`config.mk`:
```
export PLATFORM = sky130hd
export DESIGN_NAME = dict_boot_sequencer
export DESIGN_NICKNAME = d
export VERILOG_FILES = /design/src/rtl/dict_boot_sequencer_pkg.sv /design/src/rtl/dict_boot_sequencer_mem_port_mux.sv /design/src/rtl/dict_boot_sequencer.sv
export SDC_FILE = /design/constraint.sdc
export NUM_CORES = 1
export LEC_CHECK = 0
export CELL_PAD_IN_SITES_DETAIL_PLACEMENT = 0
export CELL_PAD_IN_SITES_GLOBAL_PLACEMENT = 1
export CORE_AREA = 4 4 131 133
export CTS_CLUSTER_SIZE = 10
export DETAILED_ROUTE_END_ITERATION = 10
export DIE_AREA = 0 0 135 137
export GPL_ROUTABILITY_DRIVEN = 1
export PLACE_DENSITY_LB_ADDON = 0.12
export SKIP_LAST_GASP = 1
export SLEW_MARGIN = 15
export SYNTH_ARGS = -nofsm -noshare
export SYNTH_HDL_FRONTEND = slang
export SYNTH_SLANG_ARGS = --single-unit
```
`constraint.sdc`:
```
create_clock -name clk -period 3.32 [get_ports clk]
set_input_delay 0.664 -clock clk [delete_from_list [all_inputs] [get_ports clk]]
set_output_delay 0.664 -clock clk [all_outputs]
set_load 0.005 [all_outputs]
```
`src/rtl/dict_boot_sequencer_pkg.sv`:
```
// Shared constants, state encoding and count helpers for the dictionary boot sequencer.
package dict_boot_sequencer_pkg;

    localparam int          DEF_FIELD1_KEY_WIDTH = 3;
    localparam int          DEF_FIELD2_KEY_WIDTH = 5;
    localparam int          DEF_FIELD3_KEY_WIDTH = 8;
    localparam int          DEF_FIELD1_VAL_WIDTH = 7;
    localparam int          DEF_FIELD2_VAL_WIDTH = 10;
    localparam int          DEF_FIELD3_VAL_WIDTH = 15;
    localparam logic [31:0] DEF_DICT_BASE        = 32'h0000_1000;

    localparam int          ADDR_W    = 32;
    localparam logic [31:0] ADDR_STEP = 32'd4;

    // Counts are 9 bits so a full 256-entry dictionary is representable.
    localparam int CNT_W = 9;

    typedef enum logic [2:0] {
        ST_HDR   = 3'd0,
        ST_LOAD1 = 3'd1,
        ST_LOAD2 = 3'd2,
        ST_LOAD3 = 3'd3,
        ST_DONE  = 3'd4
    } boot_state_e;

    function automatic logic [CNT_W-1:0] clamp_count(input logic [7:0] n, input logic [CNT_W-1:0] cap);
        return ({1'b0, n} > cap) ? cap : {1'b0, n};
    endfunction

    function automatic logic over_cap(input logic [7:0] n, input logic [CNT_W-1:0] cap);
        return {1'b0, n} > cap;
    endfunction

    // First phase that still has words to load; empty phases are skipped.
    function automatic boot_state_e first_phase(input logic has1, input logic has2, input logic has3);
        if (has1)      return ST_LOAD1;
        else if (has2) return ST_LOAD2;
        else if (has3) return ST_LOAD3;
        else           return ST_DONE;
    endfunction

endpackage

```
`src/rtl/dict_boot_sequencer_mem_port_mux.sv`:
```
// Steers the memory port between the boot sequencer and the controller; the controller side is
// held quiet (ready=0, rdata=0) until boot completes.
module dict_boot_sequencer_mem_port_mux (
    input  logic        sel_ctrl,
    input  logic        seq_valid,
    input  logic [31:0] seq_addr,
    output logic        seq_ready,
    input  logic        ctrl_valid,
    input  logic [31:0] ctrl_addr,
    output logic        ctrl_ready,
    output logic [31:0] ctrl_rdata,
    output logic        mem_valid,
    output logic [31:0] mem_addr,
    input  logic        mem_ready,
    input  logic [31:0] mem_rdata
);

    assign mem_valid  = sel_ctrl ? ctrl_valid : seq_valid;
    assign mem_addr   = sel_ctrl ? ctrl_addr  : seq_addr;
    assign seq_ready  = ~sel_ctrl & mem_ready;
    assign ctrl_ready = sel_ctrl & mem_ready;
    assign ctrl_rdata = sel_ctrl ? mem_rdata : 32'h0;

endmodule

```
`src/rtl/dict_boot_sequencer.sv`:
```
// Loads the three compression dictionaries from a header-prefixed memory image after reset,
// then hands the memory port to the controller.
module dict_boot_sequencer
    import dict_boot_sequencer_pkg::*;
#(
    parameter int          FIELD1_KEY_WIDTH = DEF_FIELD1_KEY_WIDTH,
    parameter int          FIELD2_KEY_WIDTH = DEF_FIELD2_KEY_WIDTH,
    parameter int          FIELD3_KEY_WIDTH = DEF_FIELD3_KEY_WIDTH,
    parameter int          FIELD1_VAL_WIDTH = DEF_FIELD1_VAL_WIDTH,
    parameter int          FIELD2_VAL_WIDTH = DEF_FIELD2_VAL_WIDTH,
    parameter int          FIELD3_VAL_WIDTH = DEF_FIELD3_VAL_WIDTH,
    parameter logic [31:0] DICT_BASE        = DEF_DICT_BASE,
    parameter bit          LOAD_ON_RESET    = 1'b1
) (
    input  logic                        clk,
    input  logic                        resetn,
    input  logic                        ctrl_req_valid,
    output logic                        ctrl_req_ready,
    input  logic [ADDR_W-1:0]           ctrl_req_addr,
    output logic [31:0]                 ctrl_req_rdata,
    output logic                        mem_req_valid,
    input  logic                        mem_req_ready,
    output logic [ADDR_W-1:0]           mem_req_addr,
    input  logic [31:0]                 mem_req_rdata,
    output logic                        dict1_write_enable,
    output logic [FIELD1_VAL_WIDTH-1:0] dict1_write_val,
    output logic                        dict2_write_enable,
    output logic [FIELD2_VAL_WIDTH-1:0] dict2_write_val,
    output logic                        dict3_write_enable,
    output logic [FIELD3_VAL_WIDTH-1:0] dict3_write_val,
    output logic                        boot_done,
    output logic                        boot_err,
    output boot_state_e                 state_dbg
);

    localparam logic [CNT_W-1:0] CAP1 = CNT_W'(1 << FIELD1_KEY_WIDTH);
    localparam logic [CNT_W-1:0] CAP2 = CNT_W'(1 << FIELD2_KEY_WIDTH);
    localparam logic [CNT_W-1:0] CAP3 = CNT_W'(1 << FIELD3_KEY_WIDTH);

    // Handshake: a word moves in the cycle where valid and ready are both high; rdata is taken in
    // that cycle. The sequencer drops valid for one cycle after every transfer, so ready may be
    // held high without causing a double fetch.

    boot_state_e       state;
    logic              seq_valid;
    logic [ADDR_W-1:0] seq_addr;
    logic              seq_ready;
    logic [CNT_W-1:0]  word_cnt;
    logic [CNT_W-1:0]  cnt1, cnt2, cnt3;

    logic              xfer;
    logic [CNT_W-1:0]  hdr_c1, hdr_c2, hdr_c3;
    logic              hdr_over;
    logic [CNT_W-1:0]  cur_cnt;
    logic              last_word;
    boot_state_e       phase_next;

    dict_boot_sequencer_mem_port_mux u_mux (
        .sel_ctrl   (boot_done),
        .seq_valid  (seq_valid),
        .seq_addr   (seq_addr),
        .seq_ready  (seq_ready),
        .ctrl_valid (ctrl_req_valid),
        .ctrl_addr  (ctrl_req_addr),
        .ctrl_ready (ctrl_req_ready),
        .ctrl_rdata (ctrl_req_rdata),
        .mem_valid  (mem_req_valid),
        .mem_addr   (mem_req_addr),
        .mem_ready  (mem_req_ready),
        .mem_rdata  (mem_req_rdata)
    );

    assign xfer      = seq_valid & seq_ready & (state != ST_DONE);
    assign state_dbg = state;

    assign hdr_c1   = clamp_count(mem_req_rdata[7:0],   CAP1);
    assign hdr_c2   = clamp_count(mem_req_rdata[15:8],  CAP2);
    assign hdr_c3   = clamp_count(mem_req_rdata[23:16], CAP3);
    assign hdr_over = over_cap(mem_req_rdata[7:0],   CAP1) |
                      over_cap(mem_req_rdata[15:8],  CAP2) |
                      over_cap(mem_req_rdata[23:16], CAP3);

    always_comb begin
        cur_cnt    = '0;
        phase_next = ST_DONE;
        case (state)
            ST_HDR: begin
                phase_next = first_phase(hdr_c1 != '0, hdr_c2 != '0, hdr_c3 != '0);
            end
            ST_LOAD1: begin
                cur_cnt    = cnt1;
                phase_next = first_phase(1'b0, cnt2 != '0, cnt3 != '0);
            end
            ST_LOAD2: begin
                cur_cnt    = cnt2;
                phase_next = first_phase(1'b0, 1'b0, cnt3 != '0);
            end
            ST_LOAD3: begin
                cur_cnt    = cnt3;
                phase_next = ST_DONE;
            end
            default: begin
                cur_cnt    = '0;
                phase_next = ST_DONE;
            end
        endcase
    end

    assign last_word = (cur_cnt != '0) && (word_cnt == cur_cnt - CNT_W'(1));

    always_ff @(posedge clk) begin
        if (!resetn) begin
            state              <= LOAD_ON_RESET ? ST_HDR : ST_DONE;
            seq_valid          <= 1'b0;
            seq_addr           <= DICT_BASE;
            word_cnt           <= '0;
            cnt1               <= '0;
            cnt2               <= '0;
            cnt3               <= '0;
            dict1_write_enable <= 1'b0;
            dict1_write_val    <= '0;
            dict2_write_enable <= 1'b0;
            dict2_write_val    <= '0;
            dict3_write_enable <= 1'b0;
            dict3_write_val    <= '0;
            boot_done          <= 1'b0;
            boot_err           <= 1'b0;
        end else begin
            dict1_write_enable <= 1'b0;
            dict2_write_enable <= 1'b0;
            dict3_write_enable <= 1'b0;

            if (xfer) begin
                seq_valid <= 1'b0;
                seq_addr  <= seq_addr + ADDR_STEP;
            end else begin
                seq_valid <= (state != ST_DONE);
            end

            case (state)
                ST_HDR: begin
                    if (xfer) begin
                        cnt1     <= hdr_c1;
                        cnt2     <= hdr_c2;
                        cnt3     <= hdr_c3;
                        boot_err <= hdr_over;
                    end
                end
                ST_LOAD1: begin
                    if (xfer) begin
                        dict1_write_enable <= 1'b1;
                        dict1_write_val    <= mem_req_rdata[FIELD1_VAL_WIDTH-1:0];
                    end
                end
                ST_LOAD2: begin
                    if (xfer) begin
                        dict2_write_enable <= 1'b1;
                        dict2_write_val    <= mem_req_rdata[FIELD2_VAL_WIDTH-1:0];
                    end
                end
                ST_LOAD3: begin
                    if (xfer) begin
                        dict3_write_enable <= 1'b1;
                        dict3_write_val    <= mem_req_rdata[FIELD3_VAL_WIDTH-1:0];
                    end
                end
                default: begin
                    boot_done <= 1'b1;
                end
            endcase

            // Phase advance: the header always moves on; a load phase moves on after its last word.
            if (xfer) begin
                if (state == ST_HDR || last_word) begin
                    state    <= phase_next;
                    word_cnt <= '0;
                    if (phase_next == ST_DONE) begin
                        boot_done <= 1'b1;
                    end
                end else begin
                    word_cnt <= word_cnt + CNT_W'(1);
                end
            end
        end
    end

endmodule

```
==> results of run 1 <==
-- cells in the final DEF, fill, tap and decap left out, drive strengths merged, types with 7 or more instances in the layout --
cell type      count
nor4               7
xor2              28
clkbuf             9
nand3             17
clkdlybuf4s50    173
a21oi             36
mux2              31
buf               20
o21ai             12
and2              38
nor3              13
mux2i             25
dfxtp            104
nand2             78
inv               14
and3               7
xnor2             18
nor2              80
nand4             17
-- cell type report --
class,instances,area (sq um),area share (%)
clock buffers,9,225,2.97
clock inverters,7,90.1,1.19
inverters,12,45.0,0.595
multi-input cells,464,2960,39.0
flip-flops and latches,104,2080,27.5
well taps,216,270,3.57
repair buffers,193,1910,25.2
-- power by group --
| group | switching (W) | leakage, nW | internal (W) |
|---|---|---|---|
| Sequential | 0.0000193 | 0.840 | 0.00126 |
| Combinational | 0.000143 | 1.72 | 0.000176 |
| Clock | 0.000521 | 0.147 | 0.000601 |
-- critical path: cells and delay by family (launching register included) --
kind            cells  cell delay (ps)
compound gates      4             1690
flops               1              500
simple gates        3              450
buf+inv             1              220
-- worst min-delay path by stage --
stage,start,end,slack [ps],cells past startpoint
2_1_floorplan,cnt1[4],cnt1[4],420,2
3_3_place_gp,cnt1[6],cnt1[6],440,2
3_5_place_dp,cnt1[6],cnt1[6],450,2
4_1_cts,cnt1[6],cnt1[6],460,2
5_1_grt,dict3_write_val[2],dict3_write_val[2],480,2
6_report,cnt1[6],cnt1[6],460,2
-- logic make-up (layout without fill, tap and decap cells) --
| logic type | Yosys count | in the layout |
|---|---|---|
| adder cells (fa/ha/maj) | 4 | 4 |
| XOR/XNOR | 46 | 46 |
| flip-flops | 104 | 104 |
| multiplexers | 56 | 56 |
| AND/OR/NAND/NOR | 284 | 284 |
| AO/OA/AOI/OAI | 74 | 74 |
| buffers and inverters | 44 | 221 |
-- metrics by stage --
step	total power, W	setup slack [ps]	std cells
4_1_cts	0.00277	301	1005
6_report	0.00272	322	1005
3_5_place_dp	0.00163	292	989
2_1_floorplan	0.00145	407	612
3_3_place_gp	0.00163	326	989
5_1_grt	0.00285	70.0	1005
-- flip-flops by register name, indices dropped and copies added (netlist names) --
| register | cells |
|---|---|
| seq_addr | 30 |
| dict3_write_val | 15 |
| dict2_write_val | 10 |
| word_cnt | 9 |
| cnt1 | 8 |
| cnt2 | 8 |
| cnt3 | 8 |
| dict1_write_val | 7 |
| state_dbg | 3 |
| boot_done | 1 |
| boot_err | 1 |
| dict1_write_enable | 1 |
| dict2_write_enable | 1 |
| dict3_write_enable | 1 |
| seq_valid | 1 |
-- routing by layer --
metal / vias up / part of all wire [%] / track usage, % / routed length [um]
met5: - / 0 / 0 / 0
met4: 0 / 1.4 / 4.48 / 221
met3: 17 / 6.5 / 6.07 / 1000
met2: 124 / 48 / 27.6 / 7420
met1: 2252 / 44 / 21.4 / 6830
li1: 2455 / - / - / -
==> impl_metrics.ini, run 1 <==
[floorplan]
core_area_sq_mm = 0.0158
io_pins = 174
die_w_um = 135
std_cell_rows = 46
start_util_pct = 32.9
die_area_sq_mm = 0.0185
dieHeight_um = 137

[worst_setup_path]
cp_slowest_cell = a2111oi_0
cpPeakStageDelay_ps = 530
cp_data_arrival_time_ps = 3230
required_ps = 3550
crit_chain = nand2b_1 > buf_4 > o21ai_0 > nor4b_1 > a2111oi_0 > o311ai_2 > o311ai_4 > nor2_1
start_kind = flip-flop
cp_max_fo = 10
rr_endpoint = word_cnt[2]
rr_startpoint = state_dbg[1]
path_class = flip-flop to flip-flop
crit_start = state_dbg[1]
end_kind = flip-flop
reg2regPathDepth = 8
r2r_setup_slack_ps = 320
crit_end = word_cnt[2]

[route]
postRouteAntennaNets = 0
routed_wl_um = 15500
via_per_inst = 4.82
dr.pass1.iters = 4
wl_per_cell_um = 15.4
drc = 0
vias = 4848
dr.first_iter.drc_count = 219

[timing]
fin_worst_skew_ps = 11.1
slew_viol_final = 0
rsz0062_at_grt = no
hold_violations = 0
setup_viol = 0
min_period_ps = 3000
relSlewSlack_pct = 50.1
fin_crit_sh_pct = 90.3
worst_slew_pin_slew_ps = 746
fmax_mhz = 334
hold_ws_ps = 455
setup_tns_ps = 0

[yosys]
ys_seq_area_share_pct = 40.0
async_reset_ff_share_pct = 0
synthAdderAreaFrac_pct = 0.961
post-synth-top-area-cell = dfxtp_1
ys_top_cells_by_count = 104 x dfxtp_1, 79 x nor2_1, 78 x nand2_1
synth_mux_area_share_pct = 11.6
synth_top_flop_cell = dfxtp_1
synthCells = 612
yosys_warnings = 0
synth.area.top_cells = dfxtp_1 40%, mux2_2 6.5%, nor2_1 5.7%, nand2_1 5.6%, mux2i_1 4.8%
synth-simple-area-share_pct = 26.6
yosysMostFrequentCell = dfxtp_1
synth_top_cell_area_share_pct = 40.0
synth_cell_types = 53
syn_area_sq_mm = 0.00521
synth_compound_area_share_pct = 9.63
synth_top_family_by_area = simple AND/OR/NAND/NOR gates
ys_ff_latch = 104
synth_edf_count = 0
synth_xor_xnor_area_share_pct = 7.74
avgSynthCellArea_sq_um = 8.51
synth_nets = 684

[cts]
cts_tree = yes
clock-sinks = 104
path_clk_slew_ps = 70
cts_buffers = 9
htreeDepth = 3
postCtsHoldBufs = 0
postCtsSetupBuffers = 0
cts_resized = 0
cts_buffer_depth = 2
cts_root_buf = clkbuf_16
clk_latency_ps = 360

[pwr]
ir_drop_uv = 247
p_leak_nw = 2.71
power_density_mw_per_mm2 = 360

[flow_run]
cap_violations = 0

[global_route]
grt_overflow_total = 0
antenna_found_initial = 0
grt_pass1_vias = 4866
track_usage_pct = 17.0
grt_max_degree = 82
grt_pass1_wl_um = 25200

[cells_and_area]
nets = 856
n_fill_cell = 1550
fin_area_sq_mm = 0.00758
drive_gt1_share_pct = 10.1
area_growth_pct = 45.5
diodes = 0
fin_util_pct = 47.9

[place]
dp_hpwl_um = 11500
port_buffers = 173
placed_area_sq_mm = 0.00726
place.gp.congestion = 0.781

[outcome]
status = finished clean

[hold_path]
hold_class = flip-flop to flip-flop
(Power assumes the default switching activity.)
==> run 2, diff against run 1 <==
CORE_AREA = 4 4 128 130   (was 4 4 131 133)
DIE_AREA = 0 0 132 134   (was 0 0 135 137)
SYNTH_HIERARCHICAL = 1   (was not set)
clock period = 3.6 ns   (was 3.32 ns; I/O delays follow)
==> impl_metrics.ini, run 2 <==
[outcome]
status = finished clean

[timing]
worst_slew_pin_slew_ps = 634
relSlewSlack_pct = 57.6
fin_crit_sh_pct = 89.6
min_period_ps = 3230
fmax_mhz = 310
hold_violations = 0
setup_viol = 0
rsz0062_at_grt = no
slew_viol_final = 0
setup_tns_ps = 0
fin_worst_skew_ps = 7.20

[worst_setup_path]
cpPeakStageDelay_ps = 520
path_class = flip-flop to flip-flop
worst_path_most_repeated_cell = nand3_1
crit_chain = nor2b_1 > a32oi_4 > ha_1 > xor2_1 > xnor2_1 > nor3_1 > nand3_1 > a2111oi_2 > nand3_1 > nand3_1 > nor2_1
start_kind = flip-flop
cp_slowest_cell = dfxtp_1
required_ps = 3830
cp_data_arrival_time_ps = 3460
end_kind = flip-flop
cp_max_fo = 8

[yosys]
syn_area_sq_mm = 0.00551
async_reset_ff_share_pct = 0
yosysMostFrequentCell = dfxtp_1
synth_top_family_by_area = simple AND/OR/NAND/NOR gates
synth_mux_area_share_pct = 11.7
synth_top_flop_cell = dfxtp_1
post-synth-top-area-cell = dfxtp_1
synth-simple-area-share_pct = 27.1
synth_cell_types = 53
synth.area.top_cells = dfxtp_1 38%, mux2_2 7.8%, and2_1 6.6%, nand2_1 5.9%, xnor2_1 4.1%
synth_xor_xnor_area_share_pct = 6.45
avgSynthCellArea_sq_um = 8.93
ys_seq_area_share_pct = 37.8
synthAdderAreaFrac_pct = 0.908
ys_top_cells_by_count = 104 x dfxtp_1, 87 x nand2_1, 58 x and2_1
synth_compound_area_share_pct = 12.8
yosys_warnings = 6
synthCells = 617
ys_ff_latch = 104
synth_top_cell_area_share_pct = 37.8
synth_edf_count = 0

[cts]
cts_tree = yes
cts_buffers = 9
path_clk_slew_ps = 70
htreeDepth = 3
postCtsSetupBuffers = 0
clock-sinks = 104
cts_buffer_depth = 2
clk_latency_ps = 350
cts_root_buf = clkbuf_16
cts_resized = 0
postCtsHoldBufs = 0

[place]
port_buffers = 173
placed_area_sq_mm = 0.00752
dp_hpwl_um = 11600
place.gp.congestion = 0.811

[route]
routed_wl_um = 15400
vias = 4908
dr.pass1.iters = 4
postRouteAntennaNets = 0
via_per_inst = 4.97
wl_per_cell_um = 15.6
drc = 0
dr.first_iter.drc_count = 227

[global_route]
antenna_found_initial = 0
grt_pass1_vias = 5000
grt_pass1_wl_um = 25700
grt_max_degree = 42
grt_overflow_total = 0
track_usage_pct = 17.5

[cells_and_area]
fin_area_sq_mm = 0.00780
reg_top3 = seq_addr x30, dict3_write_val x15, dict2_write_val x10
layout_common_cells = 172 x clkdlybuf4s50_1, 103 x dfxtp_1, 87 x nand2_1, 58 x and2_1, 38 x mux2_2
largest_reg_flops = 30
nets = 867
diodes = 0
layout_commonest_cell = clkdlybuf4s50_1
n_fill_cell = 1393
area_growth_pct = 41.6
fin_util_pct = 51.5
max_flop_register = seq_addr
drive_gt1_share_pct = 11.9

[floorplan]
start_util_pct = 36.4
io_pins = 174
dieHeight_um = 134
die_area_sq_mm = 0.0177
std_cell_rows = 45
core_area_sq_mm = 0.0151
die_w_um = 132

[flow_run]
cap_violations = 0

[pwr]
p_leak_nw = 2.85
ir_drop_uv = 288
power_density_mw_per_mm2 = 337

[hold_path]
hold_class = flip-flop to flip-flop
run 2: layout make-up:
| cell class | instances | area, sq um | area share, % |
|---|---|---|---|
| Clock buffer | 9 | 225 | 2.89 |
| Clock inverter | 7 | 56.3 | 0.722 |
| Inverter | 6 | 22.5 | 0.289 |
| Multi-Input combinational cell | 477 | 3270 | 42.0 |
| Sequential cell | 104 | 2080 | 26.7 |
| Tap cell | 188 | 235 | 3.01 |
| Timing Repair Buffer | 197 | 1910 | 24.4 |
run 2: cell families after synthesis:
kind of cell,count (synthesis)
xor+xnor,39
compound gates,89
mux,59
buf+inv,37
fa+ha+maj,4
other cells,1
flops,104
simple gates,284
run 2: metal layers:
| layer | up-vias | global-route usage (%) | wire (um) |
|---|---|---|---|
| met1 | 2278 | 23.2 | 7290 |
| met2 | 116 | 27.9 | 7010 |
| met5 | - | 0 | 0 |
| met3 | 16 | 4.46 | 809 |
| met4 | 0 | 5.83 | 257 |
| li1 | 2498 | - | - |
run 2: worst paths after layout:
path,from,end,slack [ps],cells after the start
max,state_dbg[0],word_cnt[4],370,11
min reg2reg,dict3_write_val[11],dict3_write_val[11],470,2
min,dict3_write_val[11],dict3_write_val[11],470,2
max reg2reg,state_dbg[0],word_cnt[4],370,11
run 2: critical path: cells and delay by family (launching register included):
kind | cells | cell delay (ps)
adders and majority gates | 1 | 320
AOI/OAI and AO/OA | 2 | 640
DFF | 1 | 520
and+or+nand+nor | 6 | 1300
xor gates and xnor gates | 2 | 320
run 2: where the power goes:
group,switching [W],internal [W],leakage (nW)
logic,0.000210,0.000280,1.88
registers,0.0000338,0.00117,0.840
clock network,0.000456,0.000477,0.136
total,0.000700,0.00193,2.85
run 2: through the flow:
| stage | setup WS [ps] | instances | power (W) | hold slack, ps |
|---|---|---|---|---|
| after detailed placement | 119 | 972 | 0.00173 | 462 |
| after CTS | 349 | 988 | 0.00267 | 476 |
| after floorplan | 694 | 618 | 0.00147 | 452 |
| after global routing | 135 | 988 | 0.00276 | 488 |
| final | 373 | 988 | 0.00263 | 471 |
| after global placement | 208 | 972 | 0.00172 | 450 |
